File: config.mk
export PLATFORM = sky130hd
export DESIGN_NAME = am_channel_scheduler
export DESIGN_NICKNAME = d
export VERILOG_FILES = /design/src/rtl/am_sched_pkg.sv /design/src/rtl/am_channel_scheduler_cycle_timer.sv /design/src/rtl/am_channel_scheduler.sv
export SDC_FILE = /design/constraint.sdc
export NUM_CORES = 1
export LEC_CHECK = 0
export BUFFER_PORTS_ARGS = -buffer_cell sky130_fd_sc_hd__clkbuf_2
export CAP_MARGIN = 10
export CORE_MARGIN = 3
export CORE_UTILIZATION = 54
export CTS_BUF_LIST = sky130_fd_sc_hd__clkbuf_4 sky130_fd_sc_hd__clkbuf_8
export DETAILED_ROUTE_END_ITERATION = 8
export PLACE_DENSITY = 0.91
export RECOVER_POWER = 50
export SLEW_MARGIN = 20
export SYNTH_ARGS = -nofsm -noshare
export SYNTH_HDL_FRONTEND = slang
export SYNTH_HIERARCHICAL = 1
export SYNTH_SLANG_ARGS = --single-unit
export TNS_END_PERCENT = 30
File: constraint.sdc
create_clock -name clk -period 7.01 [get_ports clk]
set_input_delay 0.3505 -clock clk [delete_from_list [all_inputs] [get_ports clk]]
set_output_delay 0.3505 -clock clk [all_outputs]
set_load 0.02 [all_outputs]
File: src/rtl/am_sched_pkg.sv
// Shared types and defaults for the AM channel scheduler.
// Optional blanking between grants is controlled by the AM_SCHED_BLANK_EN macro.
package am_sched_pkg;

    typedef enum logic [1:0] {
        IDLE  = 2'd0,
        DWELL = 2'd1,
        BLANK = 2'd2
    } sched_state_t;

    localparam int DEFAULT_WIDTH = 13;
    localparam int DEFAULT_NREQ  = 2;

endpackage

File: src/rtl/am_channel_scheduler_cycle_timer.sv
// Free-running cycle counter with synchronous clear.
// tc pulses on the last cycle of each TERMINAL-cycle period, and the count wraps to zero there.
module cycle_timer #(
    parameter int TERMINAL = 1
) (
    input  logic clk,
    input  logic reset_n,
    input  logic load,
    input  logic enable,
    output logic tc
);

    localparam int CW = (TERMINAL > 1) ? $clog2(TERMINAL) : 1;

    logic [CW-1:0] count;

    assign tc = enable && !load && (count == CW'(TERMINAL - 1));

    // Count enabled cycles, restarting from zero on load or at terminal count
    always_ff @(posedge clk or negedge reset_n) begin
        if (!reset_n) begin
            count <= '0;
        end else if (load) begin
            count <= '0;
        end else if (enable) begin
            count <= tc ? '0 : count + 1'b1;
        end
    end

endmodule

File: src/rtl/am_channel_scheduler.sv
// Time-shares one AM modulator between NREQ distance-sample requesters.
// Each grant lasts DWELL_CYCLES cycles; with AM_SCHED_BLANK_EN defined, a muted
// BLANK gap of BLANK_CYCLES separates grants, otherwise switches are immediate.
module am_channel_scheduler
    import am_sched_pkg::*;
#(
    parameter int WIDTH        = DEFAULT_WIDTH,
    parameter int NREQ         = DEFAULT_NREQ,
    parameter int DWELL_CYCLES = 1000000,
    parameter int BLANK_CYCLES = 64
) (
    input  logic                                     clk,
    input  logic                                     reset_n,
    input  logic [NREQ-1:0]                          req_valid,
    input  logic [NREQ*WIDTH-1:0]                    req_distance,
    output logic [NREQ-1:0]                          req_ready,
    output logic                                     mod_enable,
    output logic [WIDTH-1:0]                         mod_distance,
    output logic [((NREQ > 1) ? $clog2(NREQ) : 1)-1:0] active_ch,
    output logic                                     busy
);

    localparam int CHW = (NREQ > 1) ? $clog2(NREQ) : 1;

    generate
        if (NREQ < 1 || DWELL_CYCLES < 1) begin : g_bad_params
            $error("am_channel_scheduler: NREQ and DWELL_CYCLES must be at least 1");
        end
`ifdef AM_SCHED_BLANK_EN
        if (BLANK_CYCLES < 2) begin : g_bad_blank
            $error("am_channel_scheduler: BLANK_CYCLES must be at least 2");
        end
`endif
    endgenerate

    sched_state_t   state;
    logic           dwell_tc;
    logic           low_found;
    logic [CHW-1:0] low_ch;
    logic           rr_found;
    logic [CHW-1:0] rr_ch;
    logic           xfer;
    logic [WIDTH-1:0] cur_distance;

    assign xfer         = req_valid[active_ch] && req_ready[active_ch];
    assign cur_distance = req_distance[active_ch*WIDTH +: WIDTH];

    cycle_timer #(.TERMINAL(DWELL_CYCLES)) u_dwell_timer (
        .clk     (clk),
        .reset_n (reset_n),
        .load    (state != DWELL),
        .enable  (state == DWELL),
        .tc      (dwell_tc)
    );

`ifdef AM_SCHED_BLANK_EN
    logic           blank_tc;
    logic [CHW-1:0] next_ch;
    logic           next_idle;

    cycle_timer #(.TERMINAL(BLANK_CYCLES)) u_blank_timer (
        .clk     (clk),
        .reset_n (reset_n),
        .load    (state != BLANK),
        .enable  (state == BLANK),
        .tc      (blank_tc)
    );
`endif

    // Find the lowest valid requester and the next valid one after active_ch in round-robin order
    always_comb begin
        int idx;
        idx       = 0;
        low_found = 1'b0;
        low_ch    = '0;
        rr_found  = 1'b0;
        rr_ch     = '0;
        for (int i = NREQ - 1; i >= 0; i--) begin
            if (req_valid[i]) begin
                low_found = 1'b1;
                low_ch    = CHW'(i);
            end
        end
        for (int k = NREQ - 1; k >= 1; k--) begin
            idx = int'(active_ch) + k;
            if (idx >= NREQ) idx = idx - NREQ;
            if (req_valid[idx]) begin
                rr_found = 1'b1;
                rr_ch    = CHW'(idx);
            end
        end
    end

    // Scheduler FSM with registered modulator and handshake outputs
    always_ff @(posedge clk or negedge reset_n) begin
        if (!reset_n) begin
            state        <= IDLE;
            mod_enable   <= 1'b0;
            mod_distance <= '0;
            req_ready    <= '0;
            active_ch    <= '0;
            busy         <= 1'b0;
`ifdef AM_SCHED_BLANK_EN
            next_ch      <= '0;
            next_idle    <= 1'b0;
`endif
        end else begin
            case (state)
                IDLE: begin
                    if (low_found) begin
                        state      <= DWELL;
                        active_ch  <= low_ch;
                        req_ready  <= NREQ'(1) << low_ch;
                        mod_enable <= 1'b1;
                        busy       <= 1'b1;
                    end
                end
                DWELL: begin
                    if (xfer) mod_distance <= cur_distance;
                    if (dwell_tc) begin
                        if (rr_found) begin
`ifdef AM_SCHED_BLANK_EN
                            state        <= BLANK;
                            next_ch      <= rr_ch;
                            next_idle    <= 1'b0;
                            req_ready    <= '0;
                            mod_distance <= '0;
`else
                            active_ch    <= rr_ch;
                            req_ready    <= NREQ'(1) << rr_ch;
`endif
                        end else if (!req_valid[active_ch]) begin
`ifdef AM_SCHED_BLANK_EN
                            state        <= BLANK;
                            next_idle    <= 1'b1;
                            req_ready    <= '0;
                            mod_distance <= '0;
`else
                            state        <= IDLE;
                            mod_enable   <= 1'b0;
                            mod_distance <= '0;
                            req_ready    <= '0;
                            busy         <= 1'b0;
`endif
                        end
                    end
                end
`ifdef AM_SCHED_BLANK_EN
                BLANK: begin
                    if (blank_tc) begin
                        if (next_idle) begin
                            state      <= IDLE;
                            mod_enable <= 1'b0;
                            busy       <= 1'b0;
                        end else begin
                            state     <= DWELL;
                            active_ch <= next_ch;
                            req_ready <= NREQ'(1) << next_ch;
                        end
                    end
                end
`endif
                default: begin
                    state        <= IDLE;
                    mod_enable   <= 1'b0;
                    mod_distance <= '0;
                    req_ready    <= '0;
                    busy         <= 1'b0;
                end
            endcase
        end
    end

endmodule

==> impl_summary.txt, run 1 <==
----------------------------------------------------
[Power]
  P per Cell Area ... 199.8 mW/mm2
  Highest ir drop seen on vdd ... 0.1336 mV
  Standby leakage power ... 1.120 nW

[Route]
  Vias per std cell ... 6.120
  Total iterations of the first detailed-routing run ... 4
  Number of routed nets with antenna violations ... 0
  Count of unresolved DRC violations after routing ... 0
  Detailed-route wire length ... 5.080 mm
  Average wire per cell in the routed design ... 16.03 um
  Via count ... 1940
  DRC violation total after the first TritonRoute iteration ... 208

[Synthesis]
  Main area contributors after synthesis ... sky130_fd_sc_hd__dfrtp_1 42%, sky130_fd_sc_hd__mux2i_1 13%, sky130_fd_sc_hd__nand2_1 5.6%, sky130_fd_sc_hd__nand3_1 3.2%, sky130_fd_sc_hd__nand4_1 2.8%
  Synth Area per Inst ... 9.787 um2
  FFs w/ async S/R, synth ... 1.000
  Area fraction of the dominant cell type after synthesis ... 0.4205
  Total of warnings raised by yosys ... 6
  Net count of the mapped netlist ... 256
  Synth top cells by count ... 37 x sky130_fd_sc_hd__dfrtp_1, 33 x sky130_fd_sc_hd__nand2_1, 28 x sky130_fd_sc_hd__mux2i_1, 14 x sky130_fd_sc_hd__nand3_1
  Post-synth EDFFs ... 0
  Synth area leader ... sky130_fd_sc_hd__dfrtp_1
  Mapped Area ... 0.002202 mm2
  Instance count of the mapped netlist ... 225
  Cell with the most instances after synthesis ... sky130_fd_sc_hd__dfrtp_1
  Total of flip-flops plus latches after synthesis ... 37
  Number of different library cells in the post-synthesis netlist ... 51
  Fraction of the yosys area taken by sequential cells ... 0.4205
  Prevailing post-synth register cell ... sky130_fd_sc_hd__dfrtp_1

[CTS]
  Maximum clock path buffer count ... 2
  TritonCTS clock tree ... built
  CTS Root Cell ... sky130_fd_sc_hd__clkbuf_8
  Number of buffers inserted to repair setup after CTS ... 0
  Num Clock Sinks ... 37
  TritonCTS Buffers ... 5
  CTS H-tree lvls ... 2
  Clock input transition at the sequential cells of the worst setup and hold paths ... 0.07 ns
  Number of gates resized after cts ... 0
  Hold Buf Count CTS ... 0
  Clock latency on the worst-skew pair ... 0.29 ns

[Critical path]
  Kind of end point of the critical path ... flop
  Launch instance of the worst register-to-register path ... u_dwell_timer/count[15]
  CP arrival ... 3.15 ns
  CP Max Fanout ... 13
  Worst Setup Path Type ... reg2reg
  Kind of launch point of the worst setup path ... flop
  Data required, critical path ... 7.15 ns
  Launch point of the critical path ... u_dwell_timer/count[15]

[Flow run]
  Max_cap viols ... 1

[Die]
  Die area ... 0.004880 mm2
  Width of the chip ... 69.86 um
  Cell Rows ... 22
  Placeable core area ... 0.003799 mm2
  Effective utilization at floorplan ... 0.5797
  Die boundary height ... 69.86 um
  Number of I/O pins ... 48

[Timing]
  Pin slew with the least headroom to its limit ... 1.937 ns
  Hold violation count in the final report ... 0
  Final worst clock skew ... 0.008147 ns
  Final worst-path cycle share ... 0.4301
  Relative slew margins ... -0.2913
  Achievable clock frequency ... 331.7 MHz
  Final Max Tran Viols ... 38
  Time the final worst path needs with I/O delays and setup ... 3.015 ns
  Final setup violation count ... 0
  Setup WS post-layout ... 3.995 ns
  Setup_tns ... 0 ns
  RSZ-0062 raised after global routing ... no

[Final layout]
  Final net count ... 299
  Layout filler cell count ... 284
  Layout cell share with drive strength beyond 1 ... 0.2045
  Signed area change from the synthesized netlist to the final layout ... 15.23%
  ANT cells ... 0
  End-of-flow core utilization ... 0.6680
  Multi-input logic area ... 0.001176 mm2
  FF/Latch Area ... 925.9 um2

[Status]
  Outcome ... complete, but fails checks
  Failing checks ... capacitance limit, slew limit

[Worst hold path]
  Hold Path Origin ... req_distance[9]
  Worst hold path class ... in2reg

[Place]
  Port Buffers ... 47
  Setup WS pre-CTS ... 4.022 ns
  Global placer's final weighted congestion ... 0.8953
  Post-detail-place hpwl ... 3.699 mm

[Global routing]
  Total global routing overflow ... 0
  GRT Resource Usage Total ... 0.2229
  Wire length of the first global-routing pass ... 8.907 mm
  Initial antenna violation count ... 0
  Number of global-route vias before repair ... 1916
  Maximum number of pins on one net before global-route repair ... 38

----------------------------------------------------
## where the power goes
| part | internal, mW | switching, mW | total, mW | leakage (nW) |
|---|---|---|---|---|
| clock network | 0.141 | 0.0756 | 0.217 | 0.0681 |
| logic | 0.0212 | 0.0366 | 0.0578 | 0.586 |
| registers | 0.225 | 0.00732 | 0.232 | 0.466 |
| total | 0.387 | 0.120 | 0.507 | 1.12 |
## registers in the layout, summed over array words and instances, names as in the netlist
register	flops
busy	1
u_dwell_timer/count	20
mod_distance	13
active_ch	1
req_ready	2
## worst max-delay path: stages, from the launching register on
cell and delay, ns:
sky130_fd_sc_hd__dfrtp_1 0.45, sky130_fd_sc_hd__or4b_4 0.58, sky130_fd_sc_hd__nor4_4 0.35, sky130_fd_sc_hd__nand2_1 0.15, sky130_fd_sc_hd__nor2_1 0.43, sky130_fd_sc_hd__nand4bb_1 0.56
sky130_fd_sc_hd__nand2_1 0.24, sky130_fd_sc_hd__mux2i_1 0.10
## metal layers
| metal | global-route usage | up-vias | share of wire |
|---|---|---|---|
| met3 | 0.05468 | 10 | 0.058 |
| met4 | 0.06809 | 0 | 0.013 |
| met2 | 0.3882 | 75 | 0.53 |
| li1 | - | 914 | - |
| met5 | 0 | - | 0 |
| met1 | 0.2710 | 941 | 0.40 |
## cell usage in the layout, fill, tap and decap left out, drive strengths merged, types with 2 or more instances in the layout
| cell type | instances |
|---|---|
| a21o | 3 |
| a21oi | 11 |
| a31oi | 2 |
| and3 | 3 |
| bufinv | 2 |
| clkbuf | 52 |
| dfrtp | 37 |
| inv | 5 |
| mux2 | 2 |
| mux2i | 28 |
| nand2 | 33 |
| nand2b | 9 |
| nand3 | 14 |
| nand3b | 2 |
| nand4 | 11 |
| nor2 | 10 |
| nor2b | 3 |
| nor3 | 5 |
| nor4 | 3 |
| o211ai | 5 |
| o21ai | 5 |
| o311ai | 2 |
| o31a | 2 |
| or4 | 2 |
| or4b | 2 |
| xor2 | 2 |
## cells by family (layout without fill, tap and decap cells)
family | count (synthesis) | count (layout) | share of synthesized area
adder cells (fa/ha/maj) | 1 | 1 | 0.005681
multiplexers | 30 | 30 | 0.1375
flip-flops | 37 | 37 | 0.4205
XOR/XNOR | 2 | 2 | 0.007956
AND/OR/NAND/NOR | 102 | 102 | 0.2602
AO/OA/AOI/OAI | 37 | 37 | 0.1227
buffers and inverters | 16 | 60 | 0.04545
## per-stage QoR
stage | cells | hold slack (ns) | instance area (um2) | power [mW]
final | 317 | 0.3522 | 2537 | 0.5069
after global routing | 317 | 0.3616 | 2537 | 0.5251
after CTS | 317 | 0.2091 | 2550 | 0.5133
after floorplan | 225 | 0.05491 | 2202 | 0.2672
after detailed placement | 309 | 0.5077 | 2416 | 0.2968
after global placement | 309 | 0.4900 | 2416 | 0.2933
## cell type report
class | count | area share
Clock inverter | 3 | 0.02564
Timing Repair Buffer | 47 | 0.08777
Multi-Input combinational cell | 172 | 0.4635
Sequential cell | 37 | 0.3649
Tap cell | 48 | 0.02367
Inverter | 5 | 0.007396
Clock buffer | 5 | 0.02712
## path summary, 6_finish.rpt
path	end	slack, ns	cells after the start
worst max-delay path	mod_distance[11]	3.99	7
worst min-delay path	mod_distance[9]	0.35	3
worst max register to register	mod_distance[11]	3.99	7
worst min register to register	u_dwell_timer/count[18]	0.52	1
max in group asynchronous	u_dwell_timer/count[6]	5.30	1
min in group asynchronous	mod_distance[6]	0.59	1
Power figures use the tool's default switching activity.
==> run 2: changes to the inputs <==
==> constraint.sdc (replaced) <==
create_clock -name clk -period 3 [get_ports clk]
set_input_delay 0.15 -clock clk [delete_from_list [all_inputs] [get_ports clk]]
set_output_delay 0.15 -clock clk [all_outputs]
set_load 0.02 [all_outputs]
==> impl_summary.txt, run 2 (synthesized netlist as in run 1, its figures left out) <==
----------------------------------------------------
[Status]
  Outcome ... complete, but fails checks (unchanged)
  Failing checks ... capacitance limit, slew limit (unchanged)

[Timing]
  RSZ-0062 raised after global routing ... no (unchanged)
  Hold violation count in the final report ... 0 (unchanged)
  Final worst clock skew ... 0.005513 ns (was 0.008147 ns)
  Final Max Tran Viols ... 38 (unchanged)
  Pin slew with the least headroom to its limit ... 1.960 ns (was 1.937 ns)
  Tightest hold margin ... 0.1430 ns (was 0.3522 ns)
  Final setup violation count ... 0 (unchanged)
  Setup_tns ... 0 ns (unchanged)
  Relative slew margins ... -0.3066 (was -0.2913)
  Final worst-path cycle share ... 0.8741 (was 0.4301)
  Time the final worst path needs with I/O delays and setup ... 2.622 ns (was 3.015 ns)
  Achievable clock frequency ... 381.3 MHz (was 331.7 MHz)

[Final layout]
  End-of-flow core utilization ... 0.6742 (was 0.6680)
  Commonest non-fill, non-tap cells in the layout ... 37 x sky130_fd_sc_hd__dfrtp_1, 37 x sky130_fd_sc_hd__clkbuf_2, 33 x sky130_fd_sc_hd__nand2_1 (unchanged)
  Top Registers ... u_dwell_timer/count (20), mod_distance (13), req_ready (2) (unchanged)
  Signed area change from the synthesized netlist to the final layout ... 16.31% (was 15.23%)
  ANT cells ... 0 (unchanged)
  Final net count ... 304 (was 299)
  Final cell count without fillers ... 322 (was 317)
  Number of flip-flops in the largest register ... 20 (unchanged)
  Register with the most flip-flops ... u_dwell_timer/count (unchanged)
  Layout cell share with drive strength beyond 1 ... 0.2190 (was 0.2045)

[Critical path]
  CP arrival ... 2.80 ns (was 3.15 ns)
  Delay contributed by the slowest stage of the critical path ... 0.53 ns (was 0.58 ns)
  WP depth ... 8 (was 7)
  Worst Setup Path Type ... reg2reg (unchanged)
  CP Max Fanout ... 8 (was 13)
  Kind of end point of the critical path ... flop (unchanged)
  Family with the most delay on the worst path ... simple AND/OR/NAND/NOR gates (unchanged)
  Cell count of the worst reg-to-reg path ... 8 (was 7)
  Reg-to-reg slack, setup ... 0.38 ns (was 3.99 ns)
  Data required, critical path ... 3.18 ns (was 7.15 ns)
  Crit path buf inv count ... 1 (was 0)
  Kind of launch point of the worst setup path ... flop (unchanged)
  List of cells traversed by the critical path ... or4b_4, nor4_4, nand2_1, nor2_1, buf_4, nand2b_1, o21ai_1, a221o_1 (was or4b_4, nor4_4, nand2_1, nor2_1, nand4bb_1, nand2_1, mux2i_1)
  Cell with the biggest individual delay on the critical path ... sky130_fd_sc_hd__or4b_4 (unchanged)

[Place]
  Post-detail-place hpwl ... 3.909 mm (was 3.699 mm)
  Instance count after placement with tap cells included ... 314 (was 309)
  Global placer's final weighted congestion ... 0.8409 (was 0.8953)
  Port Buffers ... 47 (unchanged)

[Route]
  Via count ... 2002 (was 1940)
  DRC violation total after the first TritonRoute iteration ... 215 (was 208)
  Vias per std cell ... 6.217 (was 6.120)
  Number of routed nets with antenna violations ... 0 (unchanged)
  Detailed-route wire length ... 5.367 mm (was 5.080 mm)
  Count of unresolved DRC violations after routing ... 0 (unchanged)
  Total iterations of the first detailed-routing run ... 4 (unchanged)
  Average wire per cell in the routed design ... 16.67 um (was 16.03 um)

[CTS]
  TritonCTS clock tree ... built (unchanged)
  CTS Root Cell ... sky130_fd_sc_hd__clkbuf_8 (unchanged)
  TritonCTS Buffers ... 5 (unchanged)
  CTS H-tree lvls ... 2 (unchanged)
  Maximum clock path buffer count ... 2 (unchanged)
  Hold Buf Count CTS ... 0 (unchanged)
  Clock input transition at the sequential cells of the worst setup and hold paths ... 0.07 ns (about the same)
  Number of gates resized after cts ... 0 (unchanged)
  Num Clock Sinks ... 37 (unchanged)
  Number of buffers inserted to repair setup after CTS ... 0 (unchanged)
  Clock latency on the worst-skew pair ... 0.30 ns (was 0.29 ns)

[Power]
  Standby leakage power ... 1.134 nW (was 1.120 nW)
  Highest ir drop seen on vdd ... 0.3022 mV (was 0.1336 mV)
  P per Cell Area ... 442.3 mW/mm2 (was 199.8 mW/mm2)

[Die]
  Cell Rows ... 22 (unchanged)
  Number of I/O pins ... 48 (unchanged)
  Die boundary height ... 69.86 um (unchanged)
  Effective utilization at floorplan ... 0.5797 (unchanged)
  Die area ... 0.004880 mm2 (unchanged)
  Placeable core area ... 0.003799 mm2 (unchanged)
  Width of the chip ... 69.86 um (unchanged)

[Global routing]
  Initial antenna violation count ... 0 (unchanged)
  Total global routing overflow ... 0 (unchanged)
  Wire length of the first global-routing pass ... 9.156 mm (was 8.907 mm)
  Maximum number of pins on one net before global-route repair ... 38 (unchanged)
  GRT Resource Usage Total ... 0.2340 (was 0.2229)
  Number of global-route vias before repair ... 1973 (was 1916)

[Flow run]
  Max_cap viols ... 1 (unchanged)

[Worst hold path]
  Cell depth of the worst hold path ... 3 (unchanged)
  Worst hold path class ... in2reg (unchanged)

----------------------------------------------------
## run 2: cell types whose count changed in the layout (fill, tap and decap cells not counted)
cell	change
sky130_fd_sc_hd__bufinv_16	-1
sky130_fd_sc_hd__clkbuf_8	+1
sky130_fd_sc_hd__buf_4	+5
sky130_fd_sc_hd__clkinvlp_4	+1
sky130_fd_sc_hd__clkinv_2	-1
## run 2: worst reg2reg max path, delay by kind of cell (launching register included)
kind | cells | cell delay, ns
buf+inv | 1 | 0.19
compound gates | 2 | 0.39
flops | 1 | 0.48
simple gates | 5 | 1.45
## run 2: final timing paths
kind                                   startpoint                 endpoint
setup reg to reg           u_dwell_timer/count[8]             req_ready[0]
max in group asynchronous                 reset_n  u_dwell_timer/count[16]
hold reg to reg                   mod_distance[5]          mod_distance[5]
min in group asynchronous                 reset_n  u_dwell_timer/count[14]
hold / removal                    req_distance[9]          mod_distance[9]
setup / recovery           u_dwell_timer/count[8]             req_ready[0]
## run 2: where the power goes
| part | total (mW) | switching [mW] | internal [mW] |
|---|---|---|---|
| clock | 0.457 | 0.187 | 0.270 |
| sequential | 0.540 | 0.0153 | 0.525 |
| combinational | 0.136 | 0.0858 | 0.0498 |
## run 2: layout make-up
cell class	count	area [um2]
Clock buffer	6	82.58
Clock inverter	2	37.54
Fill cell	293	1237
Inverter	5	18.77
Multi-Input combinational cell	172	1176
Sequential cell	37	925.9
Tap cell	48	60.06
Timing Repair Buffer	52	260.3
## run 2: layer usage
metal  global-route usage  part of all wire  vias to the layer above
li1                     -                 -                      929
met4               0.1191             0.036                        0
met5                    0                 0                        -
met3              0.04460             0.054                       21
met1               0.2862              0.40                      973
met2               0.3914              0.51                       79
## run 2: through the flow
stage          power (mW)  setup WS [ns]  instance area (um2)
4_1_cts             1.142         0.4119                 2574
5_1_grt             1.181         0.1684                 2561
6_report            1.133         0.3776                 2561
2_1_floorplan      0.6243         0.5594                 2202
3_5_place_dp       0.6923         0.4391                 2454
3_3_place_gp       0.6851         0.5432                 2454
==> run 3: changes to the inputs <==
--- a/config.mk
+++ b/config.mk
@@ -5,6 +5,7 @@
 export SDC_FILE = /design/constraint.sdc
 export NUM_CORES = 1
 export LEC_CHECK = 0
+export ABC_AREA = 0
 export BUFFER_PORTS_ARGS = -buffer_cell sky130_fd_sc_hd__clkbuf_2
 export CAP_MARGIN = 10
 export CORE_MARGIN = 3
==> constraint.sdc (replaced) <==
create_clock -name clk -period 3 [get_ports clk]
set_input_delay 0.15 -clock clk [delete_from_list [all_inputs] [get_ports clk]]
set_output_delay 0.15 -clock clk [all_outputs]
set_load 0.1 [all_outputs]
==> impl_summary.txt, run 3 (synthesized netlist as in run 1, its figures left out) <==
----------------------------------------------------
[Status]
  Outcome ... complete, but fails checks (unchanged)
  Failing checks ... capacitance limit, slew limit (unchanged)

[Route]
  Total iterations of the first detailed-routing run ... 4 (unchanged)
  Average wire per cell in the routed design ... 16.66 um (was 16.67 um)
  Count of unresolved DRC violations after routing ... 0 (unchanged)
  Via count ... 2000 (was 2002)
  Vias per std cell ... 6.211 (was 6.217)
  DRC violation total after the first TritonRoute iteration ... 215 (unchanged)
  Detailed-route wire length ... 5.363 mm (was 5.367 mm)
  Number of routed nets with antenna violations ... 0 (unchanged)

[Final layout]
  End-of-flow core utilization ... 0.6749 (was 0.6742)
  Leading cell type in the layout, fill and taps excluded ... sky130_fd_sc_hd__clkbuf_2
  Commonest non-fill, non-tap cells in the layout ... 39 x sky130_fd_sc_hd__clkbuf_2, 37 x sky130_fd_sc_hd__dfrtp_1, 33 x sky130_fd_sc_hd__nand2_1 (was 37 x sky130_fd_sc_hd__dfrtp_1, 37 x sky130_fd_sc_hd__clkbuf_2, 33 x sky130_fd_sc_hd__nand2_1)
  Signed area change from the synthesized netlist to the final layout ... 16.42% (was 16.31%)
  Number of flip-flops in the largest register ... 20 (unchanged)
  Final net count ... 304 (unchanged)
  ANT cells ... 0 (unchanged)
  Register with the most flip-flops ... u_dwell_timer/count (unchanged)
  Layout cell share with drive strength beyond 1 ... 0.2263 (was 0.2190)
  Layout filler cell count ... 291 (was 293)
  Final cell count without fillers ... 322 (unchanged)
  Top Registers ... u_dwell_timer/count (20), mod_distance (13), req_ready (2) (unchanged)

[Global routing]
  GRT busiest layer ... met2 (unchanged)
  Global-route met3 utilization ... 0.04460 (unchanged)
  Wire length of the first global-routing pass ... 9.156 mm (unchanged)
  GRT Resource Usage Total ... 0.2340 (unchanged)
  Maximum number of pins on one net before global-route repair ... 38 (unchanged)
  Met1 usage in global routing ... 0.2862 (unchanged)
  Initial antenna violation count ... 0 (unchanged)
  Number of global-route vias before repair ... 1973 (unchanged)
  Met2 Usage GRT ... 0.3914 (unchanged)
  Total global routing overflow ... 0 (unchanged)

[Die]
  Number of I/O pins ... 48 (unchanged)
  Die area ... 0.004880 mm2 (unchanged)
  Placeable core area ... 0.003799 mm2 (unchanged)
  Width of the chip ... 69.86 um (unchanged)
  Cell Rows ... 22 (unchanged)
  Die boundary height ... 69.86 um (unchanged)
  Effective utilization at floorplan ... 0.5797 (unchanged)

[CTS]
  Hold Buf Count CTS ... 0 (unchanged)
  Maximum clock path buffer count ... 2 (unchanged)
  Number of buffers inserted to repair setup after CTS ... 0 (unchanged)
  TritonCTS Buffers ... 5 (unchanged)
  CTS Root Cell ... sky130_fd_sc_hd__clkbuf_8 (unchanged)
  CTS H-tree lvls ... 2 (unchanged)
  Clock latency on the worst-skew pair ... 0.30 ns (about the same)
  Number of gates resized after cts ... 0 (unchanged)
  Num Clock Sinks ... 37 (unchanged)
  Clock input transition at the sequential cells of the worst setup and hold paths ... 0.07 ns (about the same)
  TritonCTS clock tree ... built (unchanged)

[Timing]
  Achievable clock frequency ... 380.9 MHz (was 381.3 MHz)
  Final setup violation count ... 0 (unchanged)
  Relative slew margins ... -0.3064 (was -0.3066)
  Time the final worst path needs with I/O delays and setup ... 2.625 ns (was 2.622 ns)
  Final worst-path cycle share ... 0.8750 (was 0.8741)
  Setup_tns ... 0 ns (unchanged)
  Pin slew with the least headroom to its limit ... 1.960 ns (about the same)
  Final Max Tran Viols ... 38 (unchanged)
  Final worst clock skew ... 0.005734 ns (was 0.005513 ns)
  RSZ-0062 raised after global routing ... no (unchanged)
  Hold violation count in the final report ... 0 (unchanged)

[Critical path]
  Kind of launch point of the worst setup path ... flop (unchanged)
  Delay contributed by the slowest stage of the critical path ... 0.53 ns (about the same)
  CP arrival ... 2.81 ns (was 2.80 ns)
  Worst Setup Path Type ... reg2reg (unchanged)
  CP Max Fanout ... 8 (unchanged)
  List of cells traversed by the critical path ... or4b_4, nor4_4, nand2_1, nor2_1, buf_4, nand2b_1, o21ai_1, a221o_1 (unchanged)
  Cell with the biggest individual delay on the critical path ... sky130_fd_sc_hd__or4b_4 (unchanged)
  Kind of end point of the critical path ... flop (unchanged)
  Data required, critical path ... 3.18 ns (about the same)

[Power]
  Highest ir drop seen on vdd ... 0.3676 mV (was 0.3022 mV)
  Standby leakage power ... 1.140 nW (was 1.134 nW)
  P per Cell Area ... 507.3 mW/mm2 (was 442.3 mW/mm2)
  Design Power ... 1.301 mW (was 1.133 mW)

[Place]
  Port Buffers ... 47 (unchanged)
  Global placer's final weighted congestion ... 0.8409 (unchanged)
  Post-detail-place hpwl ... 3.909 mm (unchanged)
  Instance count after placement with tap cells included ... 314 (unchanged)

[Worst hold path]
  Worst hold path class ... in2reg (unchanged)

[Flow run]
  Max_cap viols ... 1 (unchanged)

----------------------------------------------------
==> run 3: worst paths after layout <==
path                                         from                       to  slack, ns  depth (start not counted)
max                        u_dwell_timer/count[8]             req_ready[0]       0.37                          8
max reg2reg                u_dwell_timer/count[8]             req_ready[0]       0.37                          8
min                               req_distance[9]          mod_distance[9]       0.14                          3
min reg2reg                       mod_distance[5]          mod_distance[5]       0.52                          2
max in group asynchronous                 reset_n  u_dwell_timer/count[16]       1.48                          1
min in group asynchronous                 reset_n  u_dwell_timer/count[14]       0.40                          1
==> run 3: final cells by class <==
cell class	instances	area, um2	area share
clock buffers	6	82.58	0.03221
repair buffers	52	262.8	0.1025
multi-input cells	172	1176	0.4588
inverters	5	18.77	0.007321
well taps	48	60.06	0.02343
clock inverters	2	37.54	0.01464
flip-flops and latches	37	925.9	0.3612
==> run 3: through the flow <==
stage	area (um2)	setup WS, ns	hold slack [ns]
3_3_place_gp	2454	0.5432	0.3230
6_report	2564	0.3750	0.1432
3_5_place_dp	2454	0.4391	0.3179
4_1_cts	2574	0.4119	0.0002365
2_1_floorplan	2202	0.3475	-0.1456
5_1_grt	2564	0.1684	0.1591
==> run 3: per-layer routing <==
layer	up-vias	part of all wire
li1	929	-
met1	971	0.40
met2	79	0.51
met3	21	0.053
met4	0	0.036
met5	-	0
==> run 3: power by group <==
| group | switching, mW | total [mW] | leakage, nW | internal [mW] |
|---|---|---|---|---|
| clock | 0.186 | 0.457 | 0.0574 | 0.270 |
| sequential | 0.0153 | 0.540 | 0.466 | 0.525 |
| combinational | 0.253 | 0.303 | 0.617 | 0.0503 |
==> run 3: critical path, delay by kind of cell (launching register included) <==
kind,cells,cell delay (ns)
buffers and inverters,1,0.19
DFF,1,0.48
and+or+nand+nor,5,1.45
AOI/OAI and AO/OA,2,0.39
